**src/rtl/simon_uart_block_tx.sv**
```systemverilog
// UART block transmitter: serializes a NUM_BYTES cipher block, byte 0 first, as 8N1 frames.
// Optional macro UART_TX_PARITY_EN inserts an even-parity bit after each byte's data bits.
module simon_uart_block_tx #(
    parameter int CLKS_PER_BIT = 10416,
    parameter int NUM_BYTES    = 8,
    parameter int CNT_W        = 14
) (
    input  logic                   clk,
    input  logic                   rst,
    input  logic [8*NUM_BYTES-1:0] block_in,
    input  logic                   block_valid,
    output logic                   tx_busy,
    output logic                   tx_done,
    output logic                   txd_data_out
);
    localparam int IDX_W = (NUM_BYTES > 1) ? $clog2(NUM_BYTES) : 1;
    localparam logic [CNT_W-1:0] LAST_CNT  = CNT_W'(CLKS_PER_BIT - 1);
    localparam logic [IDX_W-1:0] LAST_BYTE = IDX_W'(NUM_BYTES - 1);

    typedef enum logic [2:0] {IDLE, START, DATA, PARITY, STOP} state_t;

    state_t                 state;
    logic [CNT_W-1:0]       cnt;
    logic [2:0]             bit_idx;
    logic [IDX_W-1:0]       byte_idx;
    logic [8*NUM_BYTES-1:0] shreg;
`ifdef UART_TX_PARITY_EN
    logic                   par;
`endif

    // Current data bit always sits at shreg[0]; shifting once per data bit
    // brings the next byte down to the LSBs as the current one completes.
    always_ff @(posedge clk) begin
        if (rst) begin
            state        <= IDLE;
            cnt          <= '0;
            bit_idx      <= '0;
            byte_idx     <= '0;
            txd_data_out <= 1'b1;
            tx_busy      <= 1'b0;
            tx_done      <= 1'b0;
`ifdef UART_TX_PARITY_EN
            par          <= 1'b0;
`endif
        end else begin
            tx_done <= 1'b0;
            case (state)
                IDLE: begin
                    txd_data_out <= 1'b1;
                    if (block_valid) begin
                        shreg        <= block_in;
                        state        <= START;
                        cnt          <= '0;
                        byte_idx     <= '0;
                        txd_data_out <= 1'b0;
                        tx_busy      <= 1'b1;
                    end
                end
                START: begin
                    if (cnt == LAST_CNT) begin
                        cnt          <= '0;
                        bit_idx      <= '0;
                        state        <= DATA;
                        txd_data_out <= shreg[0];
`ifdef UART_TX_PARITY_EN
                        par          <= 1'b0;
`endif
                    end else begin
                        cnt <= cnt + CNT_W'(1);
                    end
                end
                DATA: begin
                    if (cnt == LAST_CNT) begin
                        cnt   <= '0;
                        shreg <= shreg >> 1;
                        if (bit_idx == 3'd7) begin
`ifdef UART_TX_PARITY_EN
                            state        <= PARITY;
                            txd_data_out <= par ^ shreg[0];
`else
                            state        <= STOP;
                            txd_data_out <= 1'b1;
`endif
                        end else begin
                            bit_idx      <= bit_idx + 3'd1;
                            txd_data_out <= shreg[1];
`ifdef UART_TX_PARITY_EN
                            par          <= par ^ shreg[0];
`endif
                        end
                    end else begin
                        cnt <= cnt + CNT_W'(1);
                    end
                end
`ifdef UART_TX_PARITY_EN
                PARITY: begin
                    if (cnt == LAST_CNT) begin
                        cnt          <= '0;
                        state        <= STOP;
                        txd_data_out <= 1'b1;
                    end else begin
                        cnt <= cnt + CNT_W'(1);
                    end
                end
`endif
                STOP: begin
                    if (cnt == LAST_CNT) begin
                        cnt <= '0;
                        if (byte_idx == LAST_BYTE) begin
                            state    <= IDLE;
                            byte_idx <= '0;
                            tx_busy  <= 1'b0;
                            tx_done  <= 1'b1;
                        end else begin
                            byte_idx     <= byte_idx + IDX_W'(1);
                            state        <= START;
                            txd_data_out <= 1'b0;
                        end
                    end else begin
                        cnt <= cnt + CNT_W'(1);
                    end
                end
                default: begin
                    state        <= IDLE;
                    cnt          <= '0;
                    txd_data_out <= 1'b1;
                    tx_busy      <= 1'b0;
                end
            endcase
        end
    end

endmodule
```
**config.mk**
```make
export PLATFORM = sky130hd
export DESIGN_NAME = simon_uart_block_tx
export DESIGN_NICKNAME = d
export VERILOG_FILES = /design/src/rtl/simon_uart_block_tx.sv
export SDC_FILE = /design/constraint.sdc
export NUM_CORES = 1
export LEC_CHECK = 0
export CAP_MARGIN = 0
export CORE_MARGIN = 5
export CORE_UTILIZATION = 40
export CTS_CLUSTER_DIAMETER = 200
export DETAILED_ROUTE_END_ITERATION = 10
export GPL_ROUTABILITY_DRIVEN = 0
export SLEW_MARGIN = 20
export SYNTH_ARGS = -nofsm -noshare
export SYNTH_HDL_FRONTEND = slang
export SYNTH_SLANG_ARGS = --single-unit
```
**constraint.sdc**
```tcl
create_clock -name clk -period 6.9 [get_ports clk]
set_input_delay 1.035 -clock clk [delete_from_list [all_inputs] [get_ports clk]]
set_output_delay 1.035 -clock clk [all_outputs]
set_load 0.01 [all_outputs]
```
* Word level (Yosys, flattened, before mapping)
Cells that the tools add are included.
** Cells by class
- Add/subtract/negate cells :: 3
- Equality and inequality tests :: 14
- Mux-type cells :: 33
- Bitwise logic cells :: 4
- Reductions and logical operators :: 13
** Operators by type and width (number)
- $mux 64 :: 2
- $pmux 64 s2 :: 1
- $mux 3 :: 11
- $mux 14 :: 2
- $pmux 14 s2 :: 1
- $ne 2x2->1 const B :: 8
- $reduce_and 4->1 :: 4
- $add 14x1->14 const B :: 1
- $eq 14x14->1 const B :: 1
- $pmux 3 s2 :: 2
- $pmux 3 s4 :: 1
- $mux 1 :: 11
- $eq 3x3->1 const B :: 3
- $add 3x1->3 const B :: 2
- $reduce_bool 2->1 :: 3
- $reduce_or 3->1 :: 2
- $reduce_and 5->1 :: 1
- $not 1->1 :: 4
- $pmux 1 s4 :: 1
- $eq 3x1->1 const B :: 1
- $eq 3x2->1 const B :: 1
- $logic_not 3->1 :: 1
- $pmux 1 s3 :: 1
- $reduce_and 3->1 :: 1
- $reduce_or 2->1 :: 1
** Word-level totals
- Bits in registers :: 90
- Bits of input ports :: 67
- Output and inout port bits :: 3
- Logic and storage cells :: 75

* Depth between registers and ports, before layout
- Depth after elaboration :: 4
- Depth in mapped cells :: 6
- Depth with buffers taken out :: 6

* Worst setup path after synthesis
No wires, ideal clock.
- Path type :: input port to flip-flop
- Start :: in rst
- End :: reg shreg[0] (enable)
- Setup time :: 0.507 ns
- Data arrival time :: 4.796 ns
- Required time :: 6.393 ns
- Path slack :: 1.597 ns
- Stages on the path :: 3
- Path buffers :: 1
- Path through :: buf_1 -> or4_1 -> a21oi_1
** Between the ends
- Word-level cells in the longest chain between the ends :: 2
** RTL lines
- start, declared :: RTL line 9 : input logic rst,
- $not 1->1 (no source line)
- $reduce_and 4->1 (no source line)
- end signal, assigned :: RTL line 51 : shreg <= block_in;
- end signal, assigned :: RTL line 75 : shreg <= shreg >> 1;
- end, declared :: RTL line 26 : logic [8*NUM_BYTES-1:0] shreg;
No other way between the ends.
A chain may end at the register's enable or synchronous reset.

* Worst setup path in the final report
- Start :: in rst
- End :: reg shreg[31] (enable)
Same word-level chain as after synthesis.

==> impl_results.md <==
* Class of the worst hold path: flip-flop to flip-flop
* Cell accounting for the most synthesized area: edfxtp_1
* DRT antenna net count at 0
* Primary FF master, synth: edfxtp_1
* Total Die Area at 0.0125 mm²
* Wire per inst at 15.7 µm
* Number of global-route vias before repair at around 2500
* First-pass iteration count of the detailed router at 4
* WP data required at 6.90 ns
* Core Region at about 0.010 mm²
* YS warnings at 0
* Final Hold Fails at 0
* Initial antenna violation count at 0
* Register bit total from synthesis at 90
* Clk buf depth at 2
* Period utilisation layout at 0.582
* R2R depth at 4
* Worst Setup End Kind: flip-flop
* Via/cell ratio at approximately 5.1
* Synthesized instance count at about 290
* Share of the synthesized area in the top cell type at 0.465
* Synth async-reset ratio at 0
* Grt ovf at 0
* Post-Route WL at about 7.8 mm
* Arr. time, crit path at approximately 4 ns
* Final slew viol count at 0
* Resize count post-CTS at 0
* CTS tree: yes
* Most common cell in the netlist: edfxtp_1
* I/O Pins at 70
* P&R area growth vs syn at 24.8%
* Sw Pwr at between 0.2 and 0.25 mW
* Clock sinks at 90
* Power Density at 216 mW/mm²
* Run status: completed
* Nets@finish at 429
* Netlist cell types at 53
* RSZ-0062 raised after global routing: no
* Synthesized net count at 365
* Htree depth at 3
* Setup Fix Bufs, Post-CTS at 0
* Clock buffer count from CTS at 9
* Leakage power at 1.68 nW
* # DRC at 0
* HPWL Detailed at 5.17 mm
* Max FO, Critical Path at 35
* Max-cap violations at 0
* Total Neg Setup Slack at 0 ns
* Post-synthesis sequential area ratio at 0.590
* Crit Path Class: input port to flip-flop
* Flop pwr share at 0.553
* Layout cells sized above 1 at 0.210
* First-pass GRT wire length at around 13 mm
* Cts hold-fix bufs at 0
* Synth top area cells: edfxtp_1 46%, mux2_2 13%, dfxtp_1 13%
* Port Buf Inserts at 69
* GRT Overall Usage at 0.127
* Crit start category: input port
* Total vias in the final route at 2554
* Top cells by count, synth: 64 x edfxtp_1, 48 x mux2_2, 26 x dfxtp_1, 15 x mux2_1, 12 x nor3_1
* Hold path depth at 1
* Die extent in y at 112 µm
* Final min period at roughly 4.0 ns
* Largest net degree at the start of global routing at 69
* F_max at ~250 MHz
* Worst-Skew Late Latency at 0.35 ns
* Final setup viols at 0
* Die X at 112 µm
* Netlist Area Pre-Place at ~0.0041 mm²
* Clock network power share at 0.364
* Number of diodes at 0
* Detailed router's first-iteration violation count at between 80 and 90
* # rows at 37
* Slew headroom at 0.320
* CTS root buffer: clkbuf_8
* Pwr Total at 1.11 mW
* Initial Util at 0.406
* Worst-path clk slew at 0.09 ns
* Peak VDD IR at 0.122 mV
* Switching share of power at 0.216
* Worst Clk Skew at 0.0157 ns
* Int Power at 0.872 mW
* Gate power share at 0.083
* Number of flops mapped to enable cells by yosys at 64
* Slew @ Worst Pin at just over 1 ns
* Avg Inst Size Synth at 14.1 µm²
-- final timing paths --
check / slack (ns) / from / end
hold reg to reg: 0.48 / txd_data_out$_SDFFE_PP1P_ / txd_data_out$_SDFFE_PP1P_
setup / recovery: 2.89 / rst / shreg[31]$_DFFE_PP_
setup reg to reg: 3.91 / state[1]$_SDFFE_PP0P_ / shreg[31]$_DFFE_PP_
hold / removal: 0.48 / txd_data_out$_SDFFE_PP1P_ / txd_data_out$_SDFFE_PP1P_
-- cells in the final DEF (no fill, tap or decap), drive strengths merged, types with 2 or more instances in the layout --
master and instances:
clkdlybuf4s50 69, edfxtp 64, mux2 63, dfxtp 26
a21oi 13, nor3 12, clkbuf 10, nand4 9
inv 8, nand2 7, xnor2 6, nand3 6
a211oi 6, ha 5, xor2 4, nor4 4
or4 3, or3b 3, o31ai 3, or3 3
nor2 3, o211ai 3, o21ai 3, nor2b 2
and3 2, mux2i 2, a22o 2, bufinv 2
buf 2
-- layout make-up --
type | instances | area, µm²
repair buffers | 71 | 706
well taps | 136 | 170
flip-flops and latches | 90 | 2440
clock inverters | 6 | 96.3
inverters | 5 | 18.8
fillers | 912 | 5020
clock buffers | 10 | 128
multi-input cells | 180 | 1600
-- critical path, cell delays in order --
cell and delay, ns:
clkdlybuf4s50_1 0.93, or4_1 0.75, a21oi_4 0.74, buf_4 0.54
-- state kept, by name (all words and copies together), names as in the netlist --
signal	flops
bit_idx	3
shreg	64
byte_idx	3
tx_busy	1
state	3
cnt	14
tx_done	1
txd_data_out	1
-- power groups by stage --
stage          registers (mW)  logic (mW)  clock network, mW
6_report                0.616      0.0919              0.405
5_1_grt                 0.619       0.100              0.442
4_1_cts                 0.616      0.0935              0.415
3_5_place_dp            0.629      0.0929                  0
3_3_place_gp            0.628      0.0920                  0
2_1_floorplan           0.627      0.0432                  0
-- routing by layer --
metal	part of all wire	routed length (µm)	vias up	track usage
met5	0	0	-	0
met4	0.012	97	0	0.0438
met2	0.47	3700	51	0.197
met1	0.48	3780	1232	0.173
li1	-	-	1264	-
met3	0.033	261	7	0.0332
-- per-stage QoR --
step,hold slack [ns],utilization,instance area (µm²),setup slack (ns),cells
2_1_floorplan,0.448,-,4140,1.60,293
3_3_place_gp,0.455,0.485,4940,2.52,482
3_5_place_dp,0.454,0.485,4940,2.47,482
4_1_cts,0.477,0.507,5160,2.86,498
5_1_grt,0.509,0.507,5160,2.66,498
6_report,0.477,0.507,5160,2.89,498
-- logic make-up after synthesis --
logic type	Yosys count	share of synthesized area
xor gates and xnor gates	10	0.0212
AOI/OAI and AO/OA	36	0.0626
muxes	65	0.176
adders and majority gates	5	0.0151
and+or+nand+nor	64	0.108
buffers and inverters	23	0.0266
DFF	90	0.590
No activity file was read; power rests on OpenSTA's default activity.
